===== src/rtl/pack4x10to40.sv =====
// Packs LANES narrow lane words into one wide word over valid/ready streams.
// Define PACK4X10_LAST_EN to add in_last/out_keep for short closing words.
module pack4x10to40 #(
    parameter int LANE_W = 10,
    parameter int LANES  = 4
) (
    input  logic                    clk,
    input  logic                    rst_n,
    input  logic [LANE_W-1:0]       in_data,
    input  logic                    in_valid,
    output logic                    in_ready,
`ifdef PACK4X10_LAST_EN
    input  logic                    in_last,
`endif
    output logic [LANE_W*LANES-1:0] out_data,
    output logic                    out_valid,
    input  logic                    out_ready
`ifdef PACK4X10_LAST_EN
    ,
    output logic [LANES-1:0]        out_keep
`endif
);

    localparam int CW = $clog2(LANES);
    localparam int OW = LANE_W * LANES;
    localparam int AW = LANE_W * (LANES - 1);

    logic [CW-1:0] cnt;
    logic [AW-1:0] acc;
    logic [OW-1:0] acc_ext;
    logic [OW-1:0] word;
    logic          closing;
    logic          fire;
`ifdef PACK4X10_LAST_EN
    logic [LANES-1:0] keep;
`endif

    always_comb begin
        closing = (cnt == CW'(LANES - 1));
`ifdef PACK4X10_LAST_EN
        if (in_last) closing = 1'b1;
`endif
    end

    // Only the closing lane can stall; earlier lanes land in acc.
    assign in_ready = !closing || !out_valid || out_ready;
    assign fire     = in_valid && in_ready;
    assign acc_ext  = {{LANE_W{1'b0}}, acc};

    // Lanes past the closing one are forced to zero for short words.
    always_comb begin
        word = '0;
`ifdef PACK4X10_LAST_EN
        keep = '0;
`endif
        for (int k = 0; k < LANES; k++) begin
            if (k < int'(cnt))
                word[k*LANE_W +: LANE_W] = acc_ext[k*LANE_W +: LANE_W];
            else if (k == int'(cnt))
                word[k*LANE_W +: LANE_W] = in_data;
`ifdef PACK4X10_LAST_EN
            keep[k] = (k <= int'(cnt));
`endif
        end
    end

    always_ff @(posedge clk or negedge rst_n) begin
        if (!rst_n) begin
            cnt       <= '0;
            acc       <= '0;
            out_data  <= '0;
            out_valid <= 1'b0;
`ifdef PACK4X10_LAST_EN
            out_keep  <= '0;
`endif
        end else if (fire && closing) begin
            out_data  <= word;
            out_valid <= 1'b1;
            cnt       <= '0;
`ifdef PACK4X10_LAST_EN
            out_keep  <= keep;
`endif
        end else begin
            if (out_ready) out_valid <= 1'b0;
            if (fire) begin
                for (int k = 0; k < LANES - 1; k++) begin
                    if (cnt == CW'(k))
                        acc[k*LANE_W +: LANE_W] <= in_data;
                end
                cnt <= cnt + CW'(1);
            end
        end
    end

endmodule


===== config.mk =====
export PLATFORM = sky130hd
export DESIGN_NAME = pack4x10to40
export DESIGN_NICKNAME = d
export VERILOG_FILES = /design/src/rtl/pack4x10to40.sv
export SDC_FILE = /design/constraint.sdc
export NUM_CORES = 1
export LEC_CHECK = 0
export ABC_AREA = 1
export CAP_MARGIN = 15
export CORE_UTILIZATION = 47
export DETAILED_ROUTE_END_ITERATION = 10
export PLACE_DENSITY = 0.82
export SYNTH_ARGS = -nofsm -noshare
export SYNTH_HDL_FRONTEND = slang
export SYNTH_SLANG_ARGS = --single-unit

===== constraint.sdc =====
create_clock -name clk -period 1.2 [get_ports clk]
set_input_delay 0.24 -clock clk [delete_from_list [all_inputs] [get_ports clk]]
set_output_delay 0.24 -clock clk [all_outputs]
set_load 0.02 [all_outputs]

# Yosys cells after proc, flatten, opt, wreduce, memory -nomap -nowiden
# Index checks and enable logic that the tools add are counted.
[word_totals]
elab_cells = 41
regBits = 73
output_inout_bits = 42
[op_classes]
eq_ne = 6
n_mux = 11
bitwise_logic = 1
magnitude_cmp = 3
n_reduce_logical = 13
n_addsub = 1
[ops]
columns = ["cell", "n"]
rows = [
  ["10-bit 2-to-1 mux", 7],
  ["3-bit AND reduction", 3],
  ["2-bit == test (first input constant)", 2],
  ["2-bit == test (second input constant)", 2],
  ["2-bit logical NOT", 2],
  ["1-bit by 2-bit < comparator with 1-bit output (first input constant)", 2],
  ["2-bit 2-to-1 mux", 2],
  ["2-bit nonzero test", 2],
  ["2-bit by 1-bit adder with 2-bit output (second input constant)", 1],
  ["1-bit by 2-bit == test with 1-bit output (first input constant)", 1],
  ["2-bit by 1-bit == test with 1-bit output (second input constant)", 1],
  ["1-bit logical AND", 2],
  ["1-bit logical NOT", 2],
  ["1-bit logical OR", 2],
  ["2-bit < comparator (first input constant)", 1],
  ["1-bit 2-to-1 mux", 2],
  ["1-bit inverter", 1],
]

# Longest topological paths before layout
# Gate-level depths: netlist (run 1).
[logic_depth]
ltp_word = 8
ltp_mapped = 8

# Worst setup path after synthesis (run 1)
# No wires, ideal clock.
[synth_timing]
kind = "reg-to-reg"
from = "register cnt[1]"
to = "register acc[16]"
setup_time_ps = 123
n_path_buf = 1
t_arrival_ps = 1120
stages_incl_launch_ff = 7
slack_ps = -42
path_cell_list = "dfrtp_1 -> ha_1 -> inv_2 -> nand4_1 -> buf_2 -> nand2_1 -> o21ai_1"
[synth_between]
elab_chain_cells = 8
elab_cells_between_ends = 9
cone_classes = "2 x eq/ne; 1 x bitwise; 6 x reduce/logical"
[synth_lines]
columns = ["element", "line", "source"]
rows = [
  ["start: declaration", "28", "logic [CW-1:0] cnt;"],
  ["start signal: assignment", "90", "cnt <= cnt + CW'(1);"],
  ["2-bit == test", "39", "closing = (cnt == CW'(LANES - 1));"],
  ["1-bit logical NOT", "46", "assign in_ready = !closing || !out_valid || out_ready;"],
  ["1-bit logical OR (2 in a row)", "46", ""],
  ["1-bit logical AND", "47", "assign fire = in_valid && in_ready;"],
  ["1-bit logical AND", "76", "end else if (fire && closing) begin"],
  ["1-bit inverter (no line)", "-", ""],
  ["3-bit AND reduction (no line) *", "-", ""],
  ["end signal: indexed assignment", "88", "acc[k*LANE_W +: LANE_W] <= in_data;"],
  ["end: declaration", "29", "logic [AW-1:0] acc;"],
]
# Mark *: on every way between the ends. The rest lies on a longest branch, timed or not.
# A chain may end at the register's enable or synchronous reset.

# Final worst setup path (run 1)
[layout_timing]
from = "register cnt[0]"
to = "register acc[14]"
# Same word-level chain as after synthesis.

==> results of run 1 <==
[synthesized netlist by cell type (all sizes together)]
cell,number
nor2,3
buf,18
inv,19
clkbuf,1
ha,5
nand3,9
o21ai,60
nand2,184
nand4,1
dfrtp,73
[worst paths after layout]
check	startpoint	cells past startpoint	to
worst min register to register	out_data[26]$_DFFE_PN0P_	2	out_data[26]$_DFFE_PN0P_
worst max-delay path	cnt[0]$_DFFE_PN0P_	7	acc[14]$_DFFE_PN0P_
worst max register to register	cnt[0]$_DFFE_PN0P_	7	acc[14]$_DFFE_PN0P_
worst min-delay path	rst_n	3	out_data[24]$_DFFE_PN0P_
max in group asynchronous	rst_n	3	cnt[1]$_DFFE_PN0P_
min in group clk	out_data[26]$_DFFE_PN0P_	2	out_data[26]$_DFFE_PN0P_
[layout by cell type, fill, tap and decap left out, types with 2 or more instances in the layout]
cell                                n
sky130_fd_sc_hd__nand2_1          141
sky130_fd_sc_hd__dfrtp_1           72
sky130_fd_sc_hd__buf_2             40
sky130_fd_sc_hd__buf_4             38
sky130_fd_sc_hd__o21ai_1           35
sky130_fd_sc_hd__nand2_2           31
sky130_fd_sc_hd__buf_6             24
sky130_fd_sc_hd__o21ai_2           21
sky130_fd_sc_hd__inv_1             12
sky130_fd_sc_hd__nand2_4           12
sky130_fd_sc_hd__clkdlybuf4s50_1   12
sky130_fd_sc_hd__clkbuf_8          10
sky130_fd_sc_hd__clkbuf_16          5
sky130_fd_sc_hd__buf_12             5
sky130_fd_sc_hd__nand3_4            4
sky130_fd_sc_hd__nand3_1            4
sky130_fd_sc_hd__ha_4               4
sky130_fd_sc_hd__nor2_4             3
sky130_fd_sc_hd__o21ai_4            3
sky130_fd_sc_hd__buf_8              3
sky130_fd_sc_hd__inv_6              2
sky130_fd_sc_hd__clkinv_4           2
sky130_fd_sc_hd__inv_2              2
sky130_fd_sc_hd__nand3_2            2
sky130_fd_sc_hd__clkinv_2           2
sky130_fd_sc_hd__bufinv_16          2
[layout make-up]
cell class,instances,area [sq um],share of cell area
sequential,73,1828,0.3681
multi-input combinational,263,1536,0.3094
timing repair buffer,129,1189,0.2394
clock buffer,11,141.4,0.02847
inverter,19,96.34,0.01940
tap,77,96.34,0.01940
clock inverter,5,78.83,0.01587
[registers in the layout, summed over array words and instances (netlist names)]
| name | count |
|---|---|
| out_data | 40 |
| out_valid | 1 |
| acc | 30 |
| cnt | 2 |
[logic make-up after synthesis]
logic type / count (synthesis) / share of synthesized area
and+or+nand+nor: 197 / 0.2464
DFF: 73 / 0.5821
AOI/OAI and AO/OA: 60 / 0.09569
buffers and inverters: 38 / 0.05582
adders and majority gates: 5 / 0.01994
[worst max-delay path, stage by stage (launching register included)]
cell	delay, ns
sky130_fd_sc_hd__dfrtp_1	0.41
sky130_fd_sc_hd__ha_2	0.22
sky130_fd_sc_hd__buf_6	0.14
sky130_fd_sc_hd__inv_8	0.07
sky130_fd_sc_hd__nand4_1	0.20
sky130_fd_sc_hd__buf_6	0.22
sky130_fd_sc_hd__nand2_1	0.11
sky130_fd_sc_hd__o21ai_1	0.10
[repair_timing]
action                     CTS  global route
setup buffers                3             6
hold endpoints to repair    73             0
hold buffers                 1             0
cloned                       4            12
pin swaps                   15            38
resized for setup          227           119
setup endpoints to repair  113            73
[stage by stage]
| step | cell area (sq um) | setup TNS [ns] | setup WS (ns) |
|---|---|---|---|
| detailed placement | 4115 | -21.79 | -0.4786 |
| global route | 4966 | -21.89 | -0.4415 |
| floorplan | 3153 | 0 | 0.002660 |
| global placement | 4115 | -19.64 | -0.4766 |
| CTS | 4364 | -10.67 | -0.2051 |
| finish | 4966 | -17.93 | -0.3894 |
[report_power, final]
part           internal (W)  leakage (nW)  switching [W]
combinational       0.00294          1.54        0.00376
sequential          0.00349         0.933       0.000848
clock               0.00123         0.113        0.00101
total               0.00766          2.58        0.00562
[per-layer routing]
| metal | vias up | part of all wire |
|---|---|---|
| met1 | 1595 | 0.37 |
| met2 | 209 | 0.50 |
| met4 | 0 | 0.066 |
| li1 | 1428 | - |
| met5 | - | 0 |
| met3 | 68 | 0.069 |
==> impl_metrics.json, run 1 <==
{
  "total_global_routing_track_utilization": 0.2719,
  "tritoncts": "built",
  "drtAntennaViolNets": 0,
  "data_required_time_of_the_worst_path_ns": 1.43,
  "netlist.top_cell.by_area": "sky130_fd_sc_hd__dfrtp_1",
  "clock_input_transition_at_the_sequential_cells_of_the_worst_setup_and_hold_paths_ns": 0.09,
  "violations": "setup timing",
  "grt_use_met2": 0.4353,
  "synth-seq-area-share": 0.5821,
  "grt_pass1_wl_microns": 14550,
  "power-per-cell-area_nw_per_um2": 2674,
  "maxCapViolations": 0,
  "cts_max_level": 3,
  "worst_ir_drop_vdd_mv": 1.506,
  "final_hold_viol_count": 0,
  "buffer_levels_on_the_longest_clock_path": 2,
  "fin_total_pwr_w": 0.01328,
  "fp.dieArea_sq_um": 7007,
  "ys_seq_elements": 73,
  "fp.dieH_microns": 83.71,
  "nets": 514,
  "achievable-frequency_mhz": 629.2,
  "drt-total-wl_microns": 11740,
  "detailedRoute.firstIterationViolations": 252,
  "gr_ovfl_total": 0,
  "tightest_slew_ns": 0.3834,
  "io-pin-count": 56,
  "grt_start_max_net_pins": 74,
  "finalSetupViolCount": 76,
  "drc_violations_left": 0,
  "worst_skew_pair.late_latency_ns": 0.36,
  "layoutNonFillerInstCount": 577,
  "num_antenna_cells": 0,
  "critical_path.startpoint_type": "register",
  "placementRows": 29,
  "min-delay-path-class": "in -> async",
  "post_synth_inst_count": 373,
  "syn_area_per_cell_sq_um": 8.413,
  "whs_ns": 0.4293,
  "unrepaired_setup_endpoints_after_global_routing": "true",
  "clock-sinks": 73,
  "vias_per_cell": 5.719,
  "postLayoutCoreUtil": 0.7776,
  "dp_cells": 536,
  "fillerInstances": 383,
  "synth_unique_cells": 16,
  "grt_util_met1": 0.3458,
  "synth_top_cells_by_area": "sky130_fd_sc_hd__dfrtp_1, sky130_fd_sc_hd__nand2_1, sky130_fd_sc_hd__o21ai_1, sky130_fd_sc_hd__o21ai_0, sky130_fd_sc_hd__buf_2",
  "synth.net_count": 392,
  "drt-pass1-iter-count": 5,
  "synth_area_sq_um": 3138,
  "post-dp-hpwl_microns": 5428,
  "number_of_antenna_violations_at_the_first_check_in_global_routing": 0,
  "maxSlewViolCount": 0,
  "status": "finished, violations left",
  "period_share": 1.325,
  "crit_path_end_kind": "register",
  "final_period_minus_worst_setup_slack_ns": 1.589,
  "yosys_warnings": 0,
  "highest_fanout_seen_on_the_critical_path": 5,
  "timing.final.ws_setup_ns": -0.3894,
  "placeableCoreArea_sq_um": 6386,
  "syn2layout_area_growth_pct": 58.25,
  "leakagePower_nw": 2.581,
  "critical_path_class": "reg -> reg",
  "cts_root_buffer": "sky130_fd_sc_hd__clkbuf_8",
  "initial_utilization": 0.4914,
  "yosysTopAreaCellShare": 0.5821,
  "max-slew-margin-rel": 0.7444,
  "regToRegSetupSlack_ns": -0.39,
  "final_layout_size_suffix_gt1_frac": 0.4400,
  "first_global_vias": 2922,
  "finalWeightedCongestion": 0.8471,
  "dieWidth_microns": 83.71,
  "routedWlPerCell_microns": 20.35,
  "numPortBuffers": 55,
  "tritoncts.num_buffers": 9,
  "grt-busiest-layer": "met2",
  "dr_total_vias": 3300,
  "met3_usage": 0.05440,
  "worst_path_arrival_ns": 1.82,
  "finClkSkew_ns": 0.01436
}
(Power assumes the default switching activity.)
==> run 2, diff against run 1 <==
--- a/config.mk
+++ b/config.mk
@@ -7,8 +7,10 @@
 export LEC_CHECK = 0
 export ABC_AREA = 1
 export CAP_MARGIN = 15
+export CORE_MARGIN = 2
 export CORE_UTILIZATION = 47
 export DETAILED_ROUTE_END_ITERATION = 10
+export GPL_TIMING_DRIVEN = 1
 export PLACE_DENSITY = 0.82
 export SYNTH_ARGS = -nofsm -noshare
 export SYNTH_HDL_FRONTEND = slang
==> impl_metrics.json, run 2 (same netlist as run 1, synthesis figures left out) <==
{
  "worst_ir_drop_vdd_mv": 2.034,
  "tritoncts": "built",
  "largestRegisters": "out_data x40, acc x30, cnt x2",
  "unrepaired_setup_endpoints_after_global_routing": "true",
  "cts_root_buffer": "sky130_fd_sc_hd__clkbuf_8",
  "nets": 514,
  "dp_cells": 532,
  "finClkSkew_ns": 0.01087,
  "final_layout_size_suffix_gt1_frac": 0.4520,
  "placeableCoreArea_sq_um": 6386,
  "tritoncts.num_buffers": 9,
  "most-common-layout-cells": "sky130_fd_sc_hd__nand2_1, sky130_fd_sc_hd__dfrtp_1, sky130_fd_sc_hd__buf_2",
  "crit_path_cell_trace": "buf_6 -> inv_6 -> ha_4 -> clkbuf_16 -> o21ai_0 -> o21ai_2",
  "fp.dieArea_sq_um": 7346,
  "period_share": 1.291,
  "fp.dieH_microns": 85.71,
  "worst_path_arrival_ns": 1.79,
  "crit_path_end_kind": "register",
  "layoutNonFillerInstCount": 577,
  "achievable-frequency_mhz": 645.7,
  "cp_max_stage_cell": "sky130_fd_sc_hd__o21ai_0",
  "drtAntennaViolNets": 0,
  "total_global_routing_track_utilization": 0.2833,
  "violations": "setup timing",
  "whs_ns": 0.4174,
  "flip_flop_count_of_the_largest_register_after_layout": 40,
  "power-per-cell-area_nw_per_um2": 2672,
  "leakagePower_nw": 2.568,
  "routedWlPerCell_microns": 20.80,
  "clock_input_transition_at_the_sequential_cells_of_the_worst_setup_and_hold_paths_ns": 0.08,
  "finalWeightedCongestion": 0.8608,
  "min-delay-path-class": "in -> async",
  "post-dp-hpwl_microns": 5288,
  "buffer_levels_on_the_longest_clock_path": 2,
  "vias_per_cell": 5.664,
  "dr_total_vias": 3268,
  "status": "finished, violations left",
  "critical_path_buf_inv_count": 3,
  "cts_max_level": 3,
  "gr_ovfl_total": 0,
  "mostFrequentLayoutCell": "sky130_fd_sc_hd__nand2_1",
  "io-pin-count": 56,
  "numPortBuffers": 55,
  "dieWidth_microns": 85.71,
  "maxCapViolations": 0,
  "placementRows": 29,
  "worst_setup_slack_before_clock_tree_synthesis_ns": -0.4749,
  "initial_utilization": 0.4914,
  "worst_skew_pair.late_latency_ns": 0.37,
  "drt-pass1-iter-count": 5,
  "drc_violations_left": 0,
  "final_hold_viol_count": 0,
  "max-slew-margin-rel": 0.6602,
  "timing.final.ws_setup_ns": -0.3488,
  "detailedRoute.firstIterationViolations": 279,
  "final_period_minus_worst_setup_slack_ns": 1.549,
  "grt_start_max_net_pins": 74,
  "number_of_antenna_violations_at_the_first_check_in_global_routing": 0,
  "first_global_vias": 3101,
  "highest_fanout_seen_on_the_critical_path": 5,
  "drt-total-wl_microns": 12000,
  "finalSetupViolCount": 75,
  "fin_total_pwr_w": 0.01327,
  "critical_path_class": "reg -> reg",
  "maxSlewViolCount": 0,
  "grt_pass1_wl_microns": 15720,
  "slowest_delay_ns": 0.43,
  "syn2layout_area_growth_pct": 58.21,
  "data_required_time_of_the_worst_path_ns": 1.44,
  "critPathTopFamily": "compound AO/OA/AOI/OAI gates",
  "fillerInstances": 390,
  "num_antenna_cells": 0,
  "register_with_the_most_flip_flops": "out_data",
  "tightest_slew_ns": 0.5044,
  "critical_path.startpoint_type": "register",
  "clock-sinks": 73
}
## run 2: cell count changes in the layout (fill, tap and decap cells not counted), sizes merged
cell / previous run / this run
inv: 18 / 19
nand3: 10 / 9
bufbuf: 1 / 0
buf: 110 / 111
bufinv: 2 / 1
clkinvlp: 0 / 3
clkbuf: 16 / 14
## run 2: worst min-delay path, cell delays in order
cell                            delay, ns
sky130_fd_sc_hd__dlygate4sd3_1       0.52
sky130_fd_sc_hd__buf_2               0.12
sky130_fd_sc_hd__buf_12              0.32
## run 2: report_power, final
group | internal (W) | switching, W
combinational | 0.00305 | 0.00391
clock | 0.000954 | 0.00102
sequential | 0.00349 | 0.000852
total | 0.00749 | 0.00578
## run 2: path summary, 6_finish.rpt
check	cells after the start	slack [ns]	endpoint	from
worst max-delay path	6	-0.35	out_data[0]$_DFFE_PN0P_	cnt[0]$_DFFE_PN0P_
min in group clk	2	0.48	out_data[26]$_DFFE_PN0P_	out_data[26]$_DFFE_PN0P_
max in group asynchronous	3	0.43	cnt[1]$_DFFE_PN0P_	rst_n
worst min register to register	2	0.48	out_data[26]$_DFFE_PN0P_	out_data[26]$_DFFE_PN0P_
worst min-delay path	3	0.42	out_data[15]$_DFFE_PN0P_	rst_n
worst max register to register	6	-0.35	out_data[0]$_DFFE_PN0P_	cnt[0]$_DFFE_PN0P_
## run 2: metal layers
layer  vias up  part of all wire  wire, microns  global-route usage
met5         -                 0              0                   0
met4         0             0.068            817              0.1414
met3        73             0.079            944             0.06545
met2       213              0.50           6013              0.4787
met1      1563              0.35           4224              0.3408
li1       1419                 -              -                   -
## run 2: layout make-up
cell class	count	area, sq um	area share
well taps	77	96.34	0.01941
multi-input cells	262	1533	0.3087
flip-flops and latches	73	1828	0.3682
repair inverters	1	8.758	0.001764
repair buffers	129	1202	0.2422
inverters	19	101.3	0.02041
clock inverters	7	71.32	0.01436
clock buffers	9	123.9	0.02495
## run 2: timing repair
item,in CTS,in global routing
setup endpoints to repair,112,74
pin swaps,16,48
gates resized for setup,258,107
cloned,8,8
hold buffers,1,0
hold endpoints to repair,73,0
setup buffers,5,11
## run 2: metrics by stage
stage	area, sq um	util	TNS (ns)
2_1_floorplan	3153	-	0
3_3_place_gp	4073	0.6377	-16.07
3_5_place_dp	4073	0.6377	-17.83
4_1_cts	4442	0.6955	-11.05
5_1_grt	4965	0.7774	-18.42
6_report	4965	0.7774	-14.56
